## src/rtl/gcd_axi_pkg.sv

```systemverilog
// Shared constants and types for the GCD AXI data path.
// Both the burst loader and its skid buffer import this package.
package gcd_axi_pkg;

  localparam logic [1:0] BURST_INCR  = 2'b01;
  localparam logic [2:0] SIZE_8B     = 3'b011;

  localparam logic [1:0] RESP_OKAY   = 2'b00;
  localparam logic [1:0] RESP_EXOKAY = 2'b01;
  localparam logic [1:0] RESP_SLVERR = 2'b10;
  localparam logic [1:0] RESP_DECERR = 2'b11;

  // 1279-bit operands and 1284-bit results, carried in 64-bit beats
  localparam int ARG_BEATS = 20;
  localparam int RES_BEATS = 21;

  typedef enum logic [2:0] {
    ST_IDLE, ST_AW, ST_WD, ST_WB, ST_AR, ST_RD, ST_RPT
  } loader_state_t;

  // The numeric encoding already orders severity: DECERR > SLVERR > EXOKAY > OKAY
  function automatic logic [1:0] resp_worst(input logic [1:0] a, input logic [1:0] b);
    return (a > b) ? a : b;
  endfunction

endpackage

```

## src/rtl/gcd_axi_skid.sv

```systemverilog
// Two-entry valid/ready buffer between the local source stream and the W channel.
// Push and pop in the same cycle leave the occupancy unchanged.
module gcd_axi_skid
  import gcd_axi_pkg::*;
(
  input  logic        CLK,
  input  logic        RESET,
  input  logic [63:0] in_data,
  input  logic        in_valid,
  input  logic        out_ready,
  output logic [63:0] out_data,
  output logic        full,
  output logic        empty
);

  logic [63:0] mem [2];
  logic        wr_ptr;
  logic        rd_ptr;
  logic [1:0]  count;
  logic        push;
  logic        pop;

  assign full     = (count == 2'd2);
  assign empty    = (count == 2'd0);
  assign push     = in_valid & ~full;
  assign pop      = out_ready & ~empty;
  assign out_data = mem[rd_ptr];

  always_ff @(posedge CLK) begin
    if (RESET) begin
      wr_ptr <= 1'b0;
      rd_ptr <= 1'b0;
      count  <= 2'd0;
    end else begin
      if (push) wr_ptr <= ~wr_ptr;
      if (pop)  rd_ptr <= ~rd_ptr;
      case ({push, pop})
        2'b10:   count <= count + 2'd1;
        2'b01:   count <= count - 2'd1;
        default: count <= count;
      endcase
    end
  end

  always_ff @(posedge CLK) begin
    if (push) mem[wr_ptr] <= in_data;
  end

endmodule

```

## src/rtl/gcd_axi_loader.sv

```systemverilog
// AXI4 burst initiator: one local command becomes one INCR burst write or read.
// state | meaning
// IDLE  | waiting for a command
// AW/AR | address phase, valid held until ready
// WD    | write beats streamed from the skid buffer
// WB    | waiting for the write response
// RD    | read beats passed straight through to the sink
// RPT   | one-cycle completion report
module gcd_axi_loader
  import gcd_axi_pkg::*;
#(
  parameter logic [3:0] AXI_ID    = 4'h0,
  parameter int         MAX_BEATS = 32
) (
  input  logic        CLK,
  input  logic        RESET,
  input  logic        CMD_VALID,
  output logic        CMD_READY,
  input  logic        CMD_WRITE,
  input  logic [31:0] CMD_ADDR,
  input  logic [7:0]  CMD_LEN,
  input  logic [63:0] WR_DATA,
  input  logic        WR_VALID,
  output logic        WR_READY,
  output logic [63:0] RD_DATA,
  output logic        RD_VALID,
  input  logic        RD_READY,
  output logic        RD_LAST,
  output logic        DONE_VALID,
  output logic [1:0]  DONE_RESP,
  output logic        DONE_ERR,
  output logic [3:0]  M_AXI_AWID,
  output logic [31:0] M_AXI_AWADDR,
  output logic [7:0]  M_AXI_AWLEN,
  output logic [2:0]  M_AXI_AWSIZE,
  output logic [1:0]  M_AXI_AWBURST,
  output logic        M_AXI_AWLOCK,
  output logic [3:0]  M_AXI_AWCACHE,
  output logic [2:0]  M_AXI_AWPROT,
  output logic        M_AXI_AWVALID,
  input  logic        M_AXI_AWREADY,
  output logic [63:0] M_AXI_WDATA,
  output logic [7:0]  M_AXI_WSTRB,
  output logic        M_AXI_WLAST,
  output logic        M_AXI_WVALID,
  input  logic        M_AXI_WREADY,
  input  logic [3:0]  M_AXI_BID,
  input  logic [1:0]  M_AXI_BRESP,
  input  logic        M_AXI_BVALID,
  output logic        M_AXI_BREADY,
  output logic [3:0]  M_AXI_ARID,
  output logic [31:0] M_AXI_ARADDR,
  output logic [7:0]  M_AXI_ARLEN,
  output logic [2:0]  M_AXI_ARSIZE,
  output logic [1:0]  M_AXI_ARBURST,
  output logic        M_AXI_ARLOCK,
  output logic [3:0]  M_AXI_ARCACHE,
  output logic [2:0]  M_AXI_ARPROT,
  output logic        M_AXI_ARVALID,
  input  logic        M_AXI_ARREADY,
  input  logic [3:0]  M_AXI_RID,
  input  logic [63:0] M_AXI_RDATA,
  input  logic [1:0]  M_AXI_RRESP,
  input  logic        M_AXI_RLAST,
  input  logic        M_AXI_RVALID,
  output logic        M_AXI_RREADY
);

  loader_state_t state, state_nxt;
  logic [31:0] addr_q;
  logic [7:0]  len_q;
  logic [8:0]  src_cnt;
  logic [7:0]  w_cnt;
  logic [7:0]  r_cnt;
  logic [1:0]  resp_q;
  logic        err_q;
  logic [14:0] burst_end;
  logic        cmd_ok, cmd_fire, src_gate, src_fire, w_fire, b_fire, r_fire;
  logic        sk_full, sk_empty;

  // End of burst within its 4 KB page; must not pass 4096
  assign burst_end = {3'b000, CMD_ADDR[11:0]} + {3'b000, ({1'b0, CMD_LEN} + 9'd1), 3'b000};
  assign cmd_ok    = (CMD_ADDR[2:0] == 3'b000) && ({1'b0, CMD_LEN} < 9'(MAX_BEATS))
                     && (burst_end <= 15'd4096);

  assign CMD_READY = (state == ST_IDLE) && !RESET;
  assign cmd_fire  = CMD_VALID & CMD_READY;

  assign src_gate  = (state == ST_WD) && (src_cnt <= {1'b0, len_q});
  assign WR_READY  = src_gate & ~sk_full;
  assign src_fire  = WR_VALID & WR_READY;

  gcd_axi_skid u_skid (
    .CLK       (CLK),
    .RESET     (RESET),
    .in_data   (WR_DATA),
    .in_valid  (WR_VALID & src_gate),
    .out_ready (M_AXI_WREADY & (state == ST_WD)),
    .out_data  (M_AXI_WDATA),
    .full      (sk_full),
    .empty     (sk_empty)
  );

  assign M_AXI_WVALID = (state == ST_WD) && !sk_empty;
  assign M_AXI_WSTRB  = 8'hFF;
  assign M_AXI_WLAST  = (w_cnt == len_q);
  assign w_fire       = M_AXI_WVALID & M_AXI_WREADY;

  assign M_AXI_BREADY = (state == ST_WB);
  assign b_fire       = M_AXI_BVALID & M_AXI_BREADY;

  assign M_AXI_RREADY = (state == ST_RD) && RD_READY;
  assign RD_VALID     = (state == ST_RD) && M_AXI_RVALID;
  assign RD_DATA      = M_AXI_RDATA;
  assign RD_LAST      = (state == ST_RD) && (r_cnt == len_q);
  assign r_fire       = M_AXI_RVALID & M_AXI_RREADY;

  assign M_AXI_AWID    = AXI_ID;
  assign M_AXI_AWADDR  = addr_q;
  assign M_AXI_AWLEN   = len_q;
  assign M_AXI_AWSIZE  = SIZE_8B;
  assign M_AXI_AWBURST = BURST_INCR;
  assign M_AXI_AWLOCK  = 1'b0;
  assign M_AXI_AWCACHE = 4'b0000;
  assign M_AXI_AWPROT  = 3'b000;
  assign M_AXI_AWVALID = (state == ST_AW);

  assign M_AXI_ARID    = AXI_ID;
  assign M_AXI_ARADDR  = addr_q;
  assign M_AXI_ARLEN   = len_q;
  assign M_AXI_ARSIZE  = SIZE_8B;
  assign M_AXI_ARBURST = BURST_INCR;
  assign M_AXI_ARLOCK  = 1'b0;
  assign M_AXI_ARCACHE = 4'b0000;
  assign M_AXI_ARPROT  = 3'b000;
  assign M_AXI_ARVALID = (state == ST_AR);

  assign DONE_VALID = (state == ST_RPT);
  assign DONE_RESP  = resp_q;
  assign DONE_ERR   = err_q;

  always_ff @(posedge CLK) begin
    if (RESET) state <= ST_IDLE;
    else       state <= state_nxt;
  end

  always_comb begin
    state_nxt = state;
    case (state)
      ST_IDLE: if (cmd_fire) state_nxt = !cmd_ok ? ST_RPT : (CMD_WRITE ? ST_AW : ST_AR);
      ST_AW:   if (M_AXI_AWREADY) state_nxt = ST_WD;
      ST_WD:   if (w_fire && M_AXI_WLAST) state_nxt = ST_WB;
      ST_WB:   if (b_fire) state_nxt = ST_RPT;
      ST_AR:   if (M_AXI_ARREADY) state_nxt = ST_RD;
      ST_RD:   if (r_fire && (r_cnt == len_q)) state_nxt = ST_RPT;
      ST_RPT:  state_nxt = ST_IDLE;
      default: state_nxt = ST_IDLE;
    endcase
  end

  always_ff @(posedge CLK) begin
    if (RESET) begin
      addr_q  <= '0;
      len_q   <= '0;
      src_cnt <= '0;
      w_cnt   <= '0;
      r_cnt   <= '0;
      resp_q  <= RESP_OKAY;
      err_q   <= 1'b0;
    end else begin
      if (cmd_fire) begin
        addr_q  <= CMD_ADDR;
        len_q   <= CMD_LEN;
        src_cnt <= '0;
        w_cnt   <= '0;
        r_cnt   <= '0;
        resp_q  <= RESP_OKAY;
        err_q   <= ~cmd_ok;
      end
      if (src_fire) src_cnt <= src_cnt + 9'd1;
      if (w_fire)   w_cnt   <= w_cnt + 8'd1;
      if (b_fire) begin
        resp_q <= M_AXI_BRESP;
        err_q  <= (M_AXI_BID != AXI_ID);
      end
      // An early or missing RLAST is flagged but never shortens the count
      if (r_fire) begin
        r_cnt  <= r_cnt + 8'd1;
        resp_q <= resp_worst(resp_q, M_AXI_RRESP);
        if ((M_AXI_RID != AXI_ID) || (M_AXI_RLAST != (r_cnt == len_q))) err_q <= 1'b1;
      end
    end
  end

endmodule

```

## config.mk

```make
export PLATFORM = sky130hd
export DESIGN_NAME = gcd_axi_loader
export DESIGN_NICKNAME = d
export VERILOG_FILES = /design/src/rtl/gcd_axi_pkg.sv /design/src/rtl/gcd_axi_skid.sv /design/src/rtl/gcd_axi_loader.sv
export SDC_FILE = /design/constraint.sdc
export NUM_CORES = 1
export LEC_CHECK = 0
export CAP_MARGIN = 40
export CORE_AREA = 2 2 175 177
export DETAILED_ROUTE_END_ITERATION = 10
export DIE_AREA = 0 0 177 179
export PLACE_DENSITY = 0.67
export SLEW_MARGIN = 5
export SYNTH_ARGS = -nofsm -noshare
export SYNTH_HDL_FRONTEND = slang
export SYNTH_SLANG_ARGS = --single-unit
```

## constraint.sdc

```tcl
create_clock -name CLK -period 7.4 [get_ports CLK]
set_input_delay 1.48 -clock CLK [delete_from_list [all_inputs] [get_ports CLK]]
set_output_delay 1.48 -clock CLK [all_outputs]
set_load 0.05 [all_outputs]
```

* Word level (Yosys, flattened, before mapping)
Memories as Yosys holds them, arrays and structs flattened. A register that Yosys moved wholly into a read port is not among the register bits. Index checks and enable logic that the tools add are counted.
Storage, ports and cells: flip-flop bits (word level) 75, latch bits 0, memory bits (writable) 128, ROM bits 0, bits of input ports 192, word-level logic and storage cells 109, memories kept 1
Memories:
- u_skid.mem | words 2, bits a word 64, read ports 1, clocked after Yosys merged registers in 1, wr ports 1, RTL line gcd_axi_skid.sv:16 | logic [63:0] mem [2];
Cells by class: add/sub/neg operators 7, multipliers 0, div/mod/pow operators 0, $lt $le $gt $ge 4, eq/ne operators 19, shift-type cells 0, muxes and demuxes 27, bitwise gates (word level) 15, reductions and logical operators 25
Operators by type and width (count):
- 3-bit 2-to-1 mux | 8
- 8-bit 2-to-1 mux | 3
- 9-bit 2-to-1 mux | 2
- 3-bit one-hot mux with 6 select lines | 1
- 8-bit by 1-bit adder with 8-bit output (second input constant) | 2
- 8-bit == test | 2
- 12-bit by 12-bit adder with 13-bit output | 1
- 13-bit less-or-equal comparator (second input constant) | 1
- 1-bit AND | 10
- 1-bit logical AND | 10
- 2-bit by 1-bit inequality test with 1-bit output (second input constant) | 5
- 8-bit by 1-bit adder with 9-bit output (second input constant) | 1
- 9-bit by 1-bit adder with 9-bit output (second input constant) | 1
- 3-bit == test (second input constant) | 3
- 9-bit by 8-bit less-or-equal comparator with 1-bit output | 1
- 8-bit by 6-bit less-than comparator with 1-bit output (second input constant) | 1
- 1-bit 2-to-1 mux | 8
- 2-bit 2-to-1 mux | 4
- 2-bit nonzero test | 4
- 4-bit nonzero test | 2
- 3-bit by 2-bit == test with 1-bit output (second input constant) | 2
- 3-bit zero test | 2
- 6-bit AND reduction | 1
- 1-bit inverter | 5
- 14 further kinds | 17

* Logic depth before layout (Yosys ltp)
Gate-level depths: netlist of the first run.
depth after elaboration 9, mapped depth 12, mapped depth without buffers 12

* By module
A second synthesis of the first run with hierarchy kept.
Second synthesis, totals: cell total of the unflattened synthesis 885, area total of the unflattened synthesis 9994.6 µm²
By module, submodules not included:
- gcd_axi_loader | instances 1, cells an instance 660, area each 5171.2 µm²
- gcd_axi_skid | instances 1, cells an instance 225, area each 4823.4 µm²

* Worst setup path before layout of the first run
Ideal clock, no wire load.
kind reg-to-reg, start point reg len_q[1] (netlist: M_AXI_ARLEN[1]), end point mem u_skid.mem[0][0] (enable), arrival time 4.827 ns, data required time 6.914 ns, setup slack 2.087 ns, stages on the path, launching flop included 10, period minus slack after synthesis 5.313 ns, cell sequence dfxtp_1 > inv_1 > ha_1 > nor2b_1 > o21a_1 > o21a_1 > o311ai_0 > and3_1 > inv_1 > nor2_1
On the way: word-level cells in the longest chain between the ends 6
Ends and longest elaborated chain:
- start: declaration | RTL line gcd_axi_loader.sv:71 | logic [7:0] len_q;
- start signal: assignment | RTL line gcd_axi_loader.sv:164 | len_q <= '0;
- start signal: assignment | RTL line gcd_axi_loader.sv:173 | len_q <= CMD_LEN;
- 9-bit by 8-bit less-or-equal comparator with 1-bit output | RTL line gcd_axi_loader.sv:89 | assign src_gate = (state == ST_WD) && (src_cnt <= {1'b0, len_q});
- 1-bit logical AND | RTL line gcd_axi_loader.sv:89
- 1-bit AND | RTL line gcd_axi_loader.sv:97 | .in_valid (WR_VALID & src_gate),
- 1-bit AND | RTL line gcd_axi_skid.sv:25 | assign push = in_valid & ~full;
- 1-bit 2-to-1 mux | RTL line gcd_axi_skid.sv:46 | if (push) mem[wr_ptr] <= in_data;
- 1-bit 2-to-1 mux (implied by the code) | RTL line gcd_axi_skid.sv:46
- end: declaration | RTL line gcd_axi_skid.sv:16
No other way between the ends.

* Worst setup path after layout of the first run
start point reg len_q[1] (netlist: M_AXI_ARLEN[1]), end point out WR_READY
On the way: word-level cells in the longest chain between the ends 3
Ends and longest elaborated chain:
- 9-bit by 8-bit less-or-equal comparator with 1-bit output | RTL line gcd_axi_loader.sv:89
- 1-bit logical AND | RTL line gcd_axi_loader.sv:89
- 1-bit AND | RTL line gcd_axi_loader.sv:90 | assign WR_READY = src_gate & ~sk_full;
- end: declaration | RTL line gcd_axi_loader.sv:24 | output logic WR_READY,
No other way between the ends.

==> flow_results.xml, run 1 <==
<?xml version="1.0" encoding="UTF-8"?>
<metrics>
  <group name="pwr">
    <metric name="power.ir.vdd_worst" unit="mV">0.1995</metric>
    <metric name="cellLeakagePower" unit="nW">4.746</metric>
    <metric name="p_per_area" unit="mW/mm^2">318.4</metric>
    <metric name="power_frac_clock" unit="">0.268</metric>
    <metric name="internal_power" unit="mW">2.559</metric>
    <metric name="power.share.sequential" unit="">0.352</metric>
    <metric name="fraction_of_power_spent_switching_nets" unit="">0.3845</metric>
    <metric name="share_comb_of_total_power" unit="">0.380</metric>
    <metric name="switching_power" unit="mW">1.599</metric>
  </group>
  <group name="clock_network">
    <metric name="worst_skew_pair_later_pin_latency" unit="ns">0.50</metric>
    <metric name="path_clk_slew" unit="ns">0.06</metric>
    <metric name="clock-sinks" unit="">204</metric>
    <metric name="post_cts.resized_instances" unit="">0</metric>
    <metric name="cts_inserted_buffers" unit="">23</metric>
    <metric name="cts_setup_buffers" unit="">0</metric>
    <metric name="clock_tree.buffer_depth" unit="">3</metric>
    <metric name="postCtsHoldBufs" unit="">0</metric>
    <metric name="h_tree_levels" unit="">1</metric>
    <metric name="cts_root_buffer" unit="">clkbuf_16</metric>
    <metric name="cts_tree" unit="">built</metric>
  </group>
  <group name="synthesis">
    <metric name="yosysTopAreaCell" unit="">edfxtp_1</metric>
    <metric name="synth_top_cells_by_area" unit="">edfxtp_1, dfxtp_1, buf_4</metric>
    <metric name="synth_cell_types" unit="">58</metric>
    <metric name="synth.ff_latch_count" unit="">204</metric>
    <metric name="synth_ff_type" unit="">edfxtp_1</metric>
    <metric name="post_synthesis_instance_area" unit="mm^2">0.009889</metric>
    <metric name="synth_enable_flop_cells" unit="">128</metric>
    <metric name="synth_cells" unit="">881</metric>
    <metric name="seq_area_frac_synth" unit="">0.5425</metric>
    <metric name="post-synth-top-area-fraction" unit="">0.3887</metric>
    <metric name="async_flop_share" unit="">0</metric>
    <metric name="yosysWarningCount" unit="">0</metric>
    <metric name="syn_avg_cell_area" unit="um^2">11.23</metric>
  </group>
  <group name="critical_path">
    <metric name="critPathMaxStageDelay" unit="ns">0.83</metric>
    <metric name="critical_path_arrival" unit="ns">3.42</metric>
    <metric name="worst_setup_path_end_kind" unit="">output pin</metric>
    <metric name="critical-path-slowest-cell" unit="">clkdlybuf4s50_1</metric>
    <metric name="crit_required" unit="ns">5.92</metric>
    <metric name="critical_path.cell_chain" unit="">inv_1, ha_1, nor2b_1, o21a_1, o21a_1, o311ai_0, and2_1, clkdlybuf4s50_1</metric>
    <metric name="timing.critical_path.from_type" unit="">flop</metric>
    <metric name="criticalPathCategory" unit="">reg -&gt; out</metric>
    <metric name="path_common_cell" unit="">o21a_1</metric>
    <metric name="crit_path_max_fanout" unit="">5</metric>
  </group>
  <group name="final_layout">
    <metric name="area_grow_syn2layout" unit="%">32.03</metric>
    <metric name="fin_cells" unit="">1475</metric>
    <metric name="most_common_library_cell_in_the_layout_ignoring_fill_and_taps" unit="">clkdlybuf4s50_1</metric>
    <metric name="drive_above_1_share" unit="">0.1186</metric>
    <metric name="n_antenna_cell" unit="">0</metric>
    <metric name="most-common-layout-cells" unit="">clkdlybuf4s50_1, edfxtp_1, nand2_1</metric>
    <metric name="finish.net_count" unit="">1281</metric>
  </group>
  <group name="routing">
    <metric name="routed_via_density" unit="">4.679</metric>
    <metric name="drcViolationCount" unit="">0</metric>
    <metric name="routed_wl" unit="um">24490</metric>
    <metric name="post_drt_wl_per_cell" unit="um">16.61</metric>
    <metric name="first_pass_iters" unit="">4</metric>
    <metric name="drt.antenna.violating_nets" unit="">0</metric>
    <metric name="first_iter_violations" unit="">251</metric>
    <metric name="num_vias" unit="">6902</metric>
  </group>
  <group name="global_route">
    <metric name="globalRouteOverflowTotal" unit="">0</metric>
    <metric name="antenna_found_initial" unit="">0</metric>
    <metric name="grt_start_max_net_pins" unit="">55</metric>
    <metric name="global_route.usage.total" unit="">0.1443</metric>
    <metric name="via_count_of_the_first_global_routing_pass" unit="">6620</metric>
    <metric name="global_route_wire_length_before_repair" unit="um">36010</metric>
  </group>
  <group name="status">
    <metric name="outcome" unit="">finished clean</metric>
  </group>
  <group name="sta">
    <metric name="setup_viol" unit="">0</metric>
    <metric name="drv_slew" unit="">0</metric>
    <metric name="grt_setup_unrepaired" unit="">no</metric>
    <metric name="timing.setup.tns" unit="ns">0</metric>
    <metric name="final_period_minus_worst_setup_slack" unit="ns">4.901</metric>
    <metric name="timing.slew.headroom" unit="">0.5933</metric>
    <metric name="timing.final.hold_violations" unit="">0</metric>
    <metric name="maximum_clock_frequency" unit="MHz">204.0</metric>
    <metric name="tightestPinTransition" unit="ns">0.6082</metric>
    <metric name="final.setup_skew" unit="ns">0.01614</metric>
    <metric name="period_share" unit="">0.6623</metric>
  </group>
  <group name="placement">
    <metric name="place.detailed.instances" unit="">1435</metric>
    <metric name="routabilityCongestion" unit="">0.8060</metric>
    <metric name="io_buffer_count" unit="">285</metric>
    <metric name="final_hpwl_dp" unit="um">17330</metric>
  </group>
  <group name="die">
    <metric name="core" unit="mm^2">0.03003</metric>
    <metric name="start_util" unit="">0.3293</metric>
    <metric name="io_pins" unit="">456</metric>
    <metric name="die_area" unit="mm^2">0.03168</metric>
    <metric name="dieHeight" unit="um">179</metric>
    <metric name="core.rowCount" unit="">64</metric>
    <metric name="die_w" unit="um">177</metric>
  </group>
  <group name="hold_path">
    <metric name="hold_wc_path_type" unit="">reg -&gt; reg</metric>
  </group>
  <group name="job">
    <metric name="drv.max_cap_violation_count" unit="">0</metric>
  </group>
</metrics>
## layer usage
layer	GRT usage	share of wire	vias up	routed length [um]
met5	0	0	-	0
met4	0.03340	0.014	0	347
met3	0.04750	0.10	30	2443
met2	0.2359	0.46	355	11160
met1	0.1850	0.43	3232	10540
li1	-	-	3285	-
## metrics by stage
step	util	worst slack, ns	power [mW]	hold WS [ns]	cell area [um^2]
finish	0.4348	2.499	4.157	0.4601	13060
global route	0.4348	2.301	4.343	0.4796	13060
CTS	0.4348	2.427	4.211	0.4598	13060
detailed placement	0.4105	2.668	3.069	0.4490	12330
global placement	0.4069	2.780	3.048	0.4410	12220
floorplan	-	2.087	2.688	0.4326	10040
## logic make-up after synthesis
kind of cell | after synthesis | synth area share
and+or+nand+nor | 259 | 0.1230
DFF | 204 | 0.5425
buffers and inverters | 197 | 0.1304
AOI/OAI and AO/OA | 94 | 0.06478
muxes | 70 | 0.07958
xor gates and xnor gates | 30 | 0.02657
adders and majority gates | 25 | 0.03239
other | 2 | 0.0007594
## worst max-delay path: cells and delay by family, from the launching register on
| family | cells | cell delay [ns] |
|---|---|---|
| buf+inv | 2 | 0.95 |
| compound gates | 3 | 0.75 |
| flops | 1 | 0.49 |
| simple gates | 2 | 0.40 |
| fa+ha+maj | 1 | 0.32 |
## area by class of cell
| type | instances | area (um^2) |
|---|---|---|
| multi-input combinational | 520 | 3397 |
| inverter | 20 | 75.07 |
| clock inverter | 12 | 136.4 |
| fill | 2783 | 16970 |
| sequential | 204 | 5366 |
| clock buffer | 28 | 594.3 |
| tap | 396 | 495.5 |
| timing repair buffer | 295 | 2993 |
## worst paths after layout
path                                             startpoint                          end  slack, ns  cells past startpoint
worst max-delay path            M_AXI_ARLEN[1]$_SDFFE_PP0P_                     WR_READY       2.50                      8
worst max register to register  M_AXI_ARLEN[1]$_SDFFE_PP0P_  u_skid.mem[0][59]$_DFFE_PP_       3.70                     10
worst min register to register      src_cnt[8]$_SDFFE_PP0P_      src_cnt[8]$_SDFFE_PP0P_       0.46                      2
worst min-delay path                src_cnt[8]$_SDFFE_PP0P_      src_cnt[8]$_SDFFE_PP0P_       0.46                      2
## cells in the mapped netlist (6+ instances only)
cell	number
a211oi_1	9
a21o_1	6
a21oi_1	24
and3_1	12
buf_1	7
buf_4	146
clkbuf_1	22
dfxtp_1	76
edfxtp_1	128
ha_1	24
inv_1	19
mux2_2	69
nand2_1	100
nand3_1	51
nand4_1	8
nor2_1	47
o21ai_0	18
o31ai_1	10
xnor2_1	26
## state kept, by name, indices dropped and copies added (netlist names), named ones only
signal,flops
r_cnt,8
DONE_RESP,2
M_AXI_ARLEN,8
M_AXI_ARADDR,32
u_skid.mem,128
state,3
u_skid.wr_ptr,1
u_skid.rd_ptr,1
src_cnt,9
DONE_ERR,1
w_cnt,8
u_skid.count,2
## power by group through the flow
stage / sequential, mW / clock [mW] / combinational [mW]
global placement: 1.48 / 0 / 1.57
finish: 1.46 / 1.11 / 1.58
floorplan: 1.65 / 0 / 1.04
detailed placement: 1.49 / 0 / 1.58
CTS: 1.47 / 1.15 / 1.59
global route: 1.48 / 1.20 / 1.67
No activity file was read; power rests on OpenSTA's default activity.
==> run 2, diff against run 1 <==
--- a/config.mk
+++ b/config.mk
@@ -6,10 +6,10 @@
 export NUM_CORES = 1
 export LEC_CHECK = 0
 export CAP_MARGIN = 40
-export CORE_AREA = 2 2 175 177
+export CORE_AREA = 2 2 176 178
 export DETAILED_ROUTE_END_ITERATION = 10
-export DIE_AREA = 0 0 177 179
-export PLACE_DENSITY = 0.67
+export DIE_AREA = 0 0 178 180
+export PLACE_DENSITY = 0.66
 export SLEW_MARGIN = 5
 export SYNTH_ARGS = -nofsm -noshare
 export SYNTH_HDL_FRONTEND = slang
==> constraint.sdc (replaced) <==
create_clock -name CLK -period 4.9 [get_ports CLK]
set_input_delay 0.98 -clock CLK [delete_from_list [all_inputs] [get_ports CLK]]
set_output_delay 0.98 -clock CLK [all_outputs]
set_load 0.05 [all_outputs]
==> flow_results.xml, run 2 (synthesis gave the netlist of run 1 again) <==
<?xml version="1.0" encoding="UTF-8"?>
<metrics>
  <group name="status">
    <metric name="outcome" unit="">finished clean</metric>
  </group>
  <group name="routing">
    <metric name="first_iter_violations" unit="">220</metric>
    <metric name="num_vias" unit="">6958</metric>
    <metric name="routed_wl" unit="um">24790</metric>
    <metric name="first_pass_iters" unit="">4</metric>
    <metric name="drt.antenna.violating_nets" unit="">0</metric>
    <metric name="drcViolationCount" unit="">0</metric>
    <metric name="routed_via_density" unit="">4.720</metric>
    <metric name="post_drt_wl_per_cell" unit="um">16.82</metric>
  </group>
  <group name="final_layout">
    <metric name="register_containing_the_most_flip_flops_in_the_final_layout" unit="">u_skid.mem</metric>
    <metric name="most-common-layout-cells" unit="">clkdlybuf4s50_1, edfxtp_1, nand2_1</metric>
    <metric name="max_reg_flops" unit="">128</metric>
    <metric name="area_grow_syn2layout" unit="%">31.36</metric>
    <metric name="drive_above_1_share" unit="">0.1197</metric>
    <metric name="most_common_library_cell_in_the_layout_ignoring_fill_and_taps" unit="">clkdlybuf4s50_1</metric>
    <metric name="layout.filler_cells" unit="">2880</metric>
    <metric name="n_antenna_cell" unit="">0</metric>
    <metric name="multi_input_area" unit="mm^2">0.003395</metric>
    <metric name="final_area" unit="mm^2">0.01299</metric>
    <metric name="ff_latch_area" unit="mm^2">0.005366</metric>
    <metric name="finish.net_count" unit="">1280</metric>
  </group>
  <group name="critical_path">
    <metric name="crit_required" unit="ns">3.92</metric>
    <metric name="crit_path_max_fanout" unit="">5</metric>
    <metric name="critical_path_arrival" unit="ns">3.31</metric>
    <metric name="timing.critical_path.from_type" unit="">flop</metric>
    <metric name="criticalPathCategory" unit="">reg -&gt; out</metric>
    <metric name="worst_setup_path_end_kind" unit="">output pin</metric>
  </group>
  <group name="pwr">
    <metric name="power.ir.vdd_worst" unit="mV">0.2513</metric>
    <metric name="power.share.sequential" unit="">0.359</metric>
    <metric name="p_per_area" unit="mW/mm^2">474.7</metric>
    <metric name="fraction_of_power_spent_switching_nets" unit="">0.3926</metric>
    <metric name="share_comb_of_total_power" unit="">0.387</metric>
    <metric name="internal_power" unit="mW">3.746</metric>
    <metric name="power_frac_clock" unit="">0.255</metric>
    <metric name="switching_power" unit="mW">2.421</metric>
    <metric name="cellLeakagePower" unit="nW">4.720</metric>
  </group>
  <group name="clock_network">
    <metric name="cts_inserted_buffers" unit="">23</metric>
    <metric name="clock_tree.buffer_depth" unit="">3</metric>
    <metric name="cts_tree" unit="">built</metric>
    <metric name="cts_setup_buffers" unit="">0</metric>
    <metric name="worst_skew_pair_later_pin_latency" unit="ns">0.50</metric>
    <metric name="path_clk_slew" unit="ns">0.06</metric>
    <metric name="cts_root_buffer" unit="">clkbuf_16</metric>
    <metric name="postCtsHoldBufs" unit="">0</metric>
    <metric name="h_tree_levels" unit="">1</metric>
    <metric name="post_cts.resized_instances" unit="">0</metric>
    <metric name="clock-sinks" unit="">204</metric>
  </group>
  <group name="global_route">
    <metric name="grtUsageMet2" unit="">0.2403</metric>
    <metric name="global_route.usage.total" unit="">0.1449</metric>
    <metric name="gr-max-usage-layer" unit="">met2</metric>
    <metric name="globalRouteOverflowTotal" unit="">0</metric>
    <metric name="via_count_of_the_first_global_routing_pass" unit="">6985</metric>
    <metric name="grt.met3_usage" unit="">0.04928</metric>
    <metric name="grtUsageMet1" unit="">0.1805</metric>
    <metric name="antenna_found_initial" unit="">0</metric>
    <metric name="grt_start_max_net_pins" unit="">61</metric>
    <metric name="global_route_wire_length_before_repair" unit="um">37030</metric>
  </group>
  <group name="sta">
    <metric name="timing.slew.headroom" unit="">0.5008</metric>
    <metric name="grt_setup_unrepaired" unit="">no</metric>
    <metric name="fin_ws" unit="ns">0.6110</metric>
    <metric name="finalHoldWorstSlack" unit="ns">0.4709</metric>
    <metric name="setup_viol" unit="">0</metric>
    <metric name="timing.final.hold_violations" unit="">0</metric>
    <metric name="period_share" unit="">0.8753</metric>
    <metric name="tightestPinTransition" unit="ns">0.7487</metric>
    <metric name="final.setup_skew" unit="ns">0.02049</metric>
    <metric name="final_period_minus_worst_setup_slack" unit="ns">4.289</metric>
    <metric name="maximum_clock_frequency" unit="MHz">233.2</metric>
    <metric name="timing.setup.tns" unit="ns">0</metric>
    <metric name="drv_slew" unit="">0</metric>
  </group>
  <group name="die">
    <metric name="die_area" unit="mm^2">0.03204</metric>
    <metric name="core" unit="mm^2">0.03019</metric>
    <metric name="die_w" unit="um">178</metric>
    <metric name="core.rowCount" unit="">64</metric>
    <metric name="dieHeight" unit="um">180</metric>
    <metric name="start_util" unit="">0.3276</metric>
    <metric name="io_pins" unit="">456</metric>
  </group>
  <group name="job">
    <metric name="drv.max_cap_violation_count" unit="">0</metric>
  </group>
  <group name="placement">
    <metric name="io_buffer_count" unit="">285</metric>
    <metric name="place_ws" unit="ns">0.7184</metric>
    <metric name="final_hpwl_dp" unit="um">17520</metric>
    <metric name="routabilityCongestion" unit="">0.8158</metric>
    <metric name="place_area" unit="mm^2">0.01230</metric>
  </group>
  <group name="hold_path">
    <metric name="hold_wc_path_type" unit="">reg -&gt; reg</metric>
  </group>
</metrics>
==> run 2: changes by cell type in the layout (fill, tap and decap cells not counted), sizes merged <==
cell	change
clkinv	+1
bufinv	-3
clkbuf	+1
clkinvlp	+1
buf	-1
==> run 2: layer usage <==
layer,up-vias,part of all wire
met5,-,0
met1,3299,0.43
met3,32,0.10
met2,346,0.45
li1,3281,-
met4,0,0.017
==> run 2: layout make-up <==
cell class                 instances  area share
sequential                       204      0.4131
tap                              396     0.03814
clock inverter                    11    0.004719
multi-input combinational        520      0.2613
timing repair buffer             294      0.2286
clock buffer                      29     0.04835
inverter                          20    0.005779
==> run 2: worst paths after layout <==
kind | startpoint | endpoint | slack [ns] | depth (start not counted)
worst min register to register | M_AXI_ARADDR[21]$_SDFFE_PP0P_ | M_AXI_ARADDR[21]$_SDFFE_PP0P_ | 0.47 | 2
worst max-delay path | M_AXI_ARLEN[1]$_SDFFE_PP0P_ | WR_READY | 0.61 | 8
worst max register to register | M_AXI_ARLEN[1]$_SDFFE_PP0P_ | u_skid.mem[1][61]$_DFFE_PP_ | 1.31 | 9
worst min-delay path | M_AXI_ARADDR[21]$_SDFFE_PP0P_ | M_AXI_ARADDR[21]$_SDFFE_PP0P_ | 0.47 | 2
==> run 2: critical path: stages (launching register included) <==
cell and delay [ns]:
dfxtp_1 0.49, inv_1 0.12, ha_1 0.32, nor2b_1 0.13, o21a_1 0.16, o21a_1 0.16, o311ai_0 0.35, and2_1 0.25
clkdlybuf4s50_1 0.82
==> run 2: per-stage QoR <==
| step | instances | total power [mW] | util |
|---|---|---|---|
| 5_1_grt | 1474 | 6.447 | 0.4303 |
| 3_5_place_dp | 1434 | 4.634 | 0.4075 |
| 2_1_floorplan | 921 | 4.056 | - |
| 3_3_place_gp | 1432 | 4.604 | 0.4057 |
| 6_report | 1474 | 6.167 | 0.4303 |
| 4_1_cts | 1474 | 6.252 | 0.4303 |
==> run 2: power groups by stage <==
| stage | combinational, mW | sequential (mW) | clock, mW |
|---|---|---|---|
| floorplan | 1.57 | 2.48 | 0 |
| global placement | 2.36 | 2.24 | 0 |
| finish | 2.38 | 2.21 | 1.57 |
| CTS | 2.40 | 2.22 | 1.64 |
| global route | 2.51 | 2.23 | 1.71 |
| detailed placement | 2.39 | 2.25 | 0 |
